--- config.mk ---
export PLATFORM = sky130hd
export DESIGN_NAME = shift_sequencer
export DESIGN_NICKNAME = d
export VERILOG_FILES = /design/src/rtl/shift_sequencer.sv
export SDC_FILE = /design/constraint.sdc
export NUM_CORES = 1
export LEC_CHECK = 0
export ABC_AREA = 1
export BUFFER_PORTS_ARGS = -buffer_cell sky130_fd_sc_hd__buf_2
export CAP_MARGIN = 30
export CORE_MARGIN = 2
export CORE_UTILIZATION = 50
export CTS_BUF_LIST = sky130_fd_sc_hd__clkbuf_4
export DETAILED_ROUTE_END_ITERATION = 8
export PLACE_DENSITY = 0.74
export SYNTH_ARGS = -nofsm -noshare
export SYNTH_HDL_FRONTEND = slang
export SYNTH_SLANG_ARGS = --single-unit
--- constraint.sdc ---
create_clock -name clk -period 2.4 [get_ports clk]
set_input_delay 0.48 -clock clk [delete_from_list [all_inputs] [get_ports clk]]
set_output_delay 0.48 -clock clk [all_outputs]
set_load 0.02 [all_outputs]
--- src/rtl/shift_sequencer.sv ---
// Multi-cycle 16-bit shifter: one 1-bit shift per clock through a single shared stage.
// Optional macro SHIFT_ARITH_EN enables sign-extending right shifts when arith=1.
module shift_sequencer (
  input  logic        clk,
  input  logic        reset,
  input  logic        start,
  input  logic [15:0] data_in,
  input  logic [3:0]  amount,
  input  logic        dir,
  input  logic        arith,
  output logic        busy,
  output logic        done,
  output logic [15:0] result
);

  typedef enum logic [1:0] {
    IDLE  = 2'd0,
    SHIFT = 2'd1,
    DONE  = 2'd2
  } state_t;

  state_t      state_q, state_d;
  logic [15:0] work_q, work_d;
  logic [15:0] result_q, result_d;
  logic [3:0]  cnt_q, cnt_d;
  logic        dir_q, dir_d;
  logic        fill;
  logic [15:0] stage_out;

`ifdef SHIFT_ARITH_EN
  logic arith_q, arith_d;

  assign fill = dir_q & arith_q & work_q[15];
`else
  logic unused_arith;

  assign unused_arith = arith;
  assign fill         = 1'b0;
`endif

  // The single shared 1-bit shift stage.
  assign stage_out = dir_q ? {fill, work_q[15:1]} : {work_q[14:0], 1'b0};

  always_ff @(posedge clk or posedge reset) begin
    if (reset) begin
      state_q  <= IDLE;
      work_q   <= 16'h0000;
      result_q <= 16'h0000;
      cnt_q    <= 4'd0;
      dir_q    <= 1'b0;
`ifdef SHIFT_ARITH_EN
      arith_q  <= 1'b0;
`endif
    end else begin
      state_q  <= state_d;
      work_q   <= work_d;
      result_q <= result_d;
      cnt_q    <= cnt_d;
      dir_q    <= dir_d;
`ifdef SHIFT_ARITH_EN
      arith_q  <= arith_d;
`endif
    end
  end

  always_comb begin
    state_d  = state_q;
    work_d   = work_q;
    result_d = result_q;
    cnt_d    = cnt_q;
    dir_d    = dir_q;
`ifdef SHIFT_ARITH_EN
    arith_d  = arith_q;
`endif
    case (state_q)
      IDLE: begin
        if (start) begin
          work_d = data_in;
          cnt_d  = amount;
          dir_d  = dir;
`ifdef SHIFT_ARITH_EN
          arith_d = arith;
`endif
          if (amount == 4'd0) begin
            state_d  = DONE;
            result_d = data_in;
          end else begin
            state_d = SHIFT;
          end
        end
      end
      SHIFT: begin
        work_d = stage_out;
        cnt_d  = cnt_q - 4'd1;
        // Result is captured on the same edge that performs the last shift.
        if (cnt_q == 4'd1) begin
          state_d  = DONE;
          result_d = stage_out;
        end
      end
      DONE: begin
        state_d = IDLE;
      end
      default: begin
        state_d = IDLE;
      end
    endcase
  end

  assign busy   = (state_q != IDLE);
  assign done   = (state_q == DONE);
  assign result = result_q;

endmodule

After elaboration in Yosys (flattened, before gate mapping)
Index checks and enable logic that the tools add are counted.
- register bits after elaboration: 39
- input bits: 25
- output and inout bits: 18
- word-level logic and storage cells: 33
- add/subtract/negate cells: 1
- equal/unequal tests: 6
- multiplexer cells: 13
- reduce and logical (&&, ||, !) cells: 8
- operator list (kind ; count):
    $mux W16 ; 5
    $pmux W16 S2 ; 2
    $pmux W4 S2 ; 1
    $mux W2 ; 3
    $ne A2 B2 Y1 const B ; 3
    $reduce_and A2 Y1 ; 3
    $eq A4 B1 Y1 const B ; 1
    $logic_not A4 Y1 ; 1
    $mux W4 ; 1
    $pmux W2 S2 ; 1
    $reduce_and A4 Y1 ; 1
    $reduce_bool A2 Y1 ; 2
    $sub A4 B1 Y4 const B ; 1
    $eq A2 B1 Y1 const B ; 1
    $eq A2 B2 Y1 const B ; 1
    $logic_not A2 Y1 ; 1

Logic depth before layout (Yosys ltp)
- depth after elaboration: 4
- depth in mapped cells: 9
- gate-level depth less buffers: 7

Least setup slack after synthesis
OpenSTA, ideal clock, no wires.
- path kind: input -> register
- start point: in amount[0]
- end point: reg result_q[15] (netlist: result[15])
- setup time: 118 ps
- arrival: 1205 ps
- data required time: 2282 ps
- setup slack: 1077 ps
- stages on the path: 7
- path buffers: 1
- cell sequence: nor2_1 nand2_1 nand2_1 nand3_4 buf_6 nand2_1 nand2_1
- longest elaborated chain between the ends: 3
- ends and longest elaborated chain (what ; RTL line ; source):
    start, declared ; 8 ; input logic [3:0] amount,
    $logic_not A4 Y1 ; 84 ; if (amount == 4'd0) begin
    $ne A2 B2 Y1 (no line) ; - ;
    $reduce_and A4 Y1 (no line) ; - ;
    end signal, assigned ; 57 ; result_q <= result_d;
    end, declared ; 24 ; logic [15:0] result_q, result_d;
Every way passes these cells.
A chain may end at the register's enable or synchronous reset.

Final worst setup path
- start point: reg state_q[0]
- end point: out busy
- longest elaborated chain between the ends: 1
- ends and longest elaborated chain (what ; RTL line ; source):
    start, declared ; 22 ; state_t state_q, state_d;
    start signal, assigned ; 55 ; state_q <= state_d;
    $reduce_bool A2 Y1 ; 110 ; assign busy = (state_q != IDLE);
    end, declared ; 11 ; output logic busy,
Every way passes these cells.

==> flow_summary_export.csv <==
group,metric,value,unit
clock_tree,clockBufferDepth,2,
yosys,synth_area_leaders,"dfrtp_1 48%, nand2_1 27%, nor2_1 4.6%",
grt,overflow,0,
grt,first_global_vias,1668,
floorplan,boundaryPins,43,
clock_tree,post-cts-setup-buffer-count,0,
placed_design,dp_hpwl,2.94,mm
drt,drt-pass1-iter-count,4,
placed_design,dp.cells,362,
setup_path,endpoint_kind,"primary output",
setup_path,cp_max_fo,5,
clock_tree,tritoncts,"done",
yosys,yosys-top-cells-count,"144 x nand2_1, 39 x dfrtp_1, 25 x nor2_1, 17 x nand3_1, 14 x a31oi_1",
yosys,synth.cell_area,2040,um^2
yosys,synth_top_cell_by_area,"dfrtp_1",
floorplan,core,3970,um^2
layout,area_delta_synth_final,13.6,%
status,status,"complete, no violations",
yosys,synth_top_area_share,47.9,%
placed_design,portBuffers,41,
drt,via_per_inst,4.98,
sta,max_freq,0.619,GHz
yosys,synth-seq-cells,39,
sta,slew_headroom,66.0,%
grt,grt_max_degree,40,
sta,whs,0.212,ns
drt,wl,4.34,mm
layout,drive_above_1_share,19.2,%
sta,fin_crit,1.61,ns
sta,rsz0062_at_grt,"false",
grt,antenna_found_initial,0,
sta,fin_setup_tns,0,ns
sta,finClkSkew,0.00506,ns
setup_path,ff2ff_path_depth,7,
power,peakVddDrop,0.551,mV
floorplan,start_util,51.3,%
floorplan,dieArea,4600,um^2
yosys,syn_avg_cell_area,7.35,um^2
floorplan,die_h,67.8,um
power,power.leakage,0.00131,uW
yosys,synth_edf_count,0,
clock_tree,cts_resized,0,
floorplan,row_count,23,
clock_tree,cts_hold_buf,0,
power,powerDensity,1470,nW/um^2
grt,grt_pass1_wl,7.41,mm
yosys,ys_seq_area_share,47.9,%
clock_tree,cts_sinks,39,
yosys,synthArstFlopShare,100,%
yosys,post-synth-top-count-cell,"nand2_1",
drt,ant_nets,0,
yosys,synth_cells,277,
yosys,ys.flop_type,"dfrtp_1",
clock_tree,cts_buffers,5,
yosys,ys_types,23,
drt,avgRoutedWirePerCell,11.8,um
grt,grt_use_total,21.7,%
sta,post-route-period-util,67.3,%
layout,stdcell_count,368,
floorplan,die_w,67.8,um
sta,worst_pin_slew,0.510,ns
sta,setup_viol,0,
placed_design,gp_congestion,0.796,
setup_path,worstPathArrival,1.13,ns
yosys,synth_fp_nets,304,
hold_path,hold_class,"primary input to asynchronous set/reset pin",
yosys,yosys_warnings,0,
setup_path,critical_path_required,1.92,ns
layout,diodes,0,
drt,via_count,1832,
setup_path,critPathKind,"flip-flop to primary output",
layout,nets,346,
clock_tree,clock_latency,0.36,ns
clock_tree,clkTransAtPathRegs,0.11,ns
clock_tree,cts_max_level,2,
placed_design,placed_cell_area,2270,um^2
drt,first_iter_violations,120,
sta,hold_viol,0,
sta,drv_slew,0,
layout,fin_area,2310,um^2
clock_tree,root_buffer,"clkbuf_4",
drt,drc_errors,0,
setup_path,worst_setup_path_start_kind,"flip-flop",
job,cap_violations,0,
layout,final_util,58.3,%
## metal layers
metal / global-route usage (%) / vias up / wire length (um) / share of wire, %
li1: - / 964 / - / -
met1: 27.1 / 817 / 1990 / 46
met2: 36.8 / 44 / 2050 / 47
met3: 4.28 / 7 / 244 / 5.6
met4: 9.00 / 0 / 55 / 1.3
met5: 0 / - / 0 / 0
## cell type report
class | instances | area (um^2)
fillers | 389 | 1660
multi-input cells | 218 | 946
inverters | 7 | 26.3
well taps | 50 | 62.6
flip-flops and latches | 39 | 976
clock buffers | 6 | 45.0
repair buffers | 48 | 258
## sequential cells by signal, indices dropped and copies added, names as in the netlist
signal   count
cnt_q        4
state_q      2
work_q      16
dir_q        1
result      16
## placed cells by master, fill, tap and decap left out
cell / netlist / final
buf_2: 7 / 41
nand3b_1: 1 / 1
a21oi_2: 1 / 1
ha_1: 2 / 2
inv_1: 5 / 5
a21oi_1: 1 / 1
inv_2: 2 / 2
o21ai_0: 5 / 5
o21ai_2: 1 / 1
nand2_2: 1 / 1
nand2_1: 144 / 144
nor2_1: 25 / 25
clkbuf_4: 0 / 6
buf_4: 2 / 7
a31oi_1: 14 / 14
xor2_1: 1 / 1
nor3_1: 1 / 1
o21ai_1: 2 / 2
nand3_1: 17 / 17
nand3_4: 1 / 1
nor2_4: 1 / 1
dfrtp_1: 39 / 39
## cell families after synthesis
logic type	share of synthesized area (%)
xor+xnor	0.430
fa+ha+maj	1.23
compound gates	7.12
simple gates	37.7
flops	47.9
buf+inv	5.65
## path summary, 6_finish.rpt
kind | from | to | slack (ns)
min in group clk | dir | dir_q | 0.33
max in group asynchronous | reset | result[2] | 1.82
hold reg to reg | result[11] | result[11] | 0.48
hold / removal | reset | result[3] | 0.21
setup / recovery | state_q[0] | busy | 0.79
setup reg to reg | cnt_q[1] | result[4] | 0.87
## report_power, final
part           internal [uW]  switching [uW]
Combinational            643            1240
Sequential               987             207
Clock                    116             211
## metrics by stage
stage	total power, uW	setup WS [ns]
floorplan	2690	1.03
global placement	3080	0.697
detailed placement	3110	0.677
CTS	3450	0.780
global route	3780	0.699
finish	3410	0.785
## worst max-delay path: stages (launching register included)
cell	delay (ns)
dfrtp_1	0.46
inv_2	0.11
nand2_1	0.06
buf_2	0.15
(Power assumes the default switching activity.)
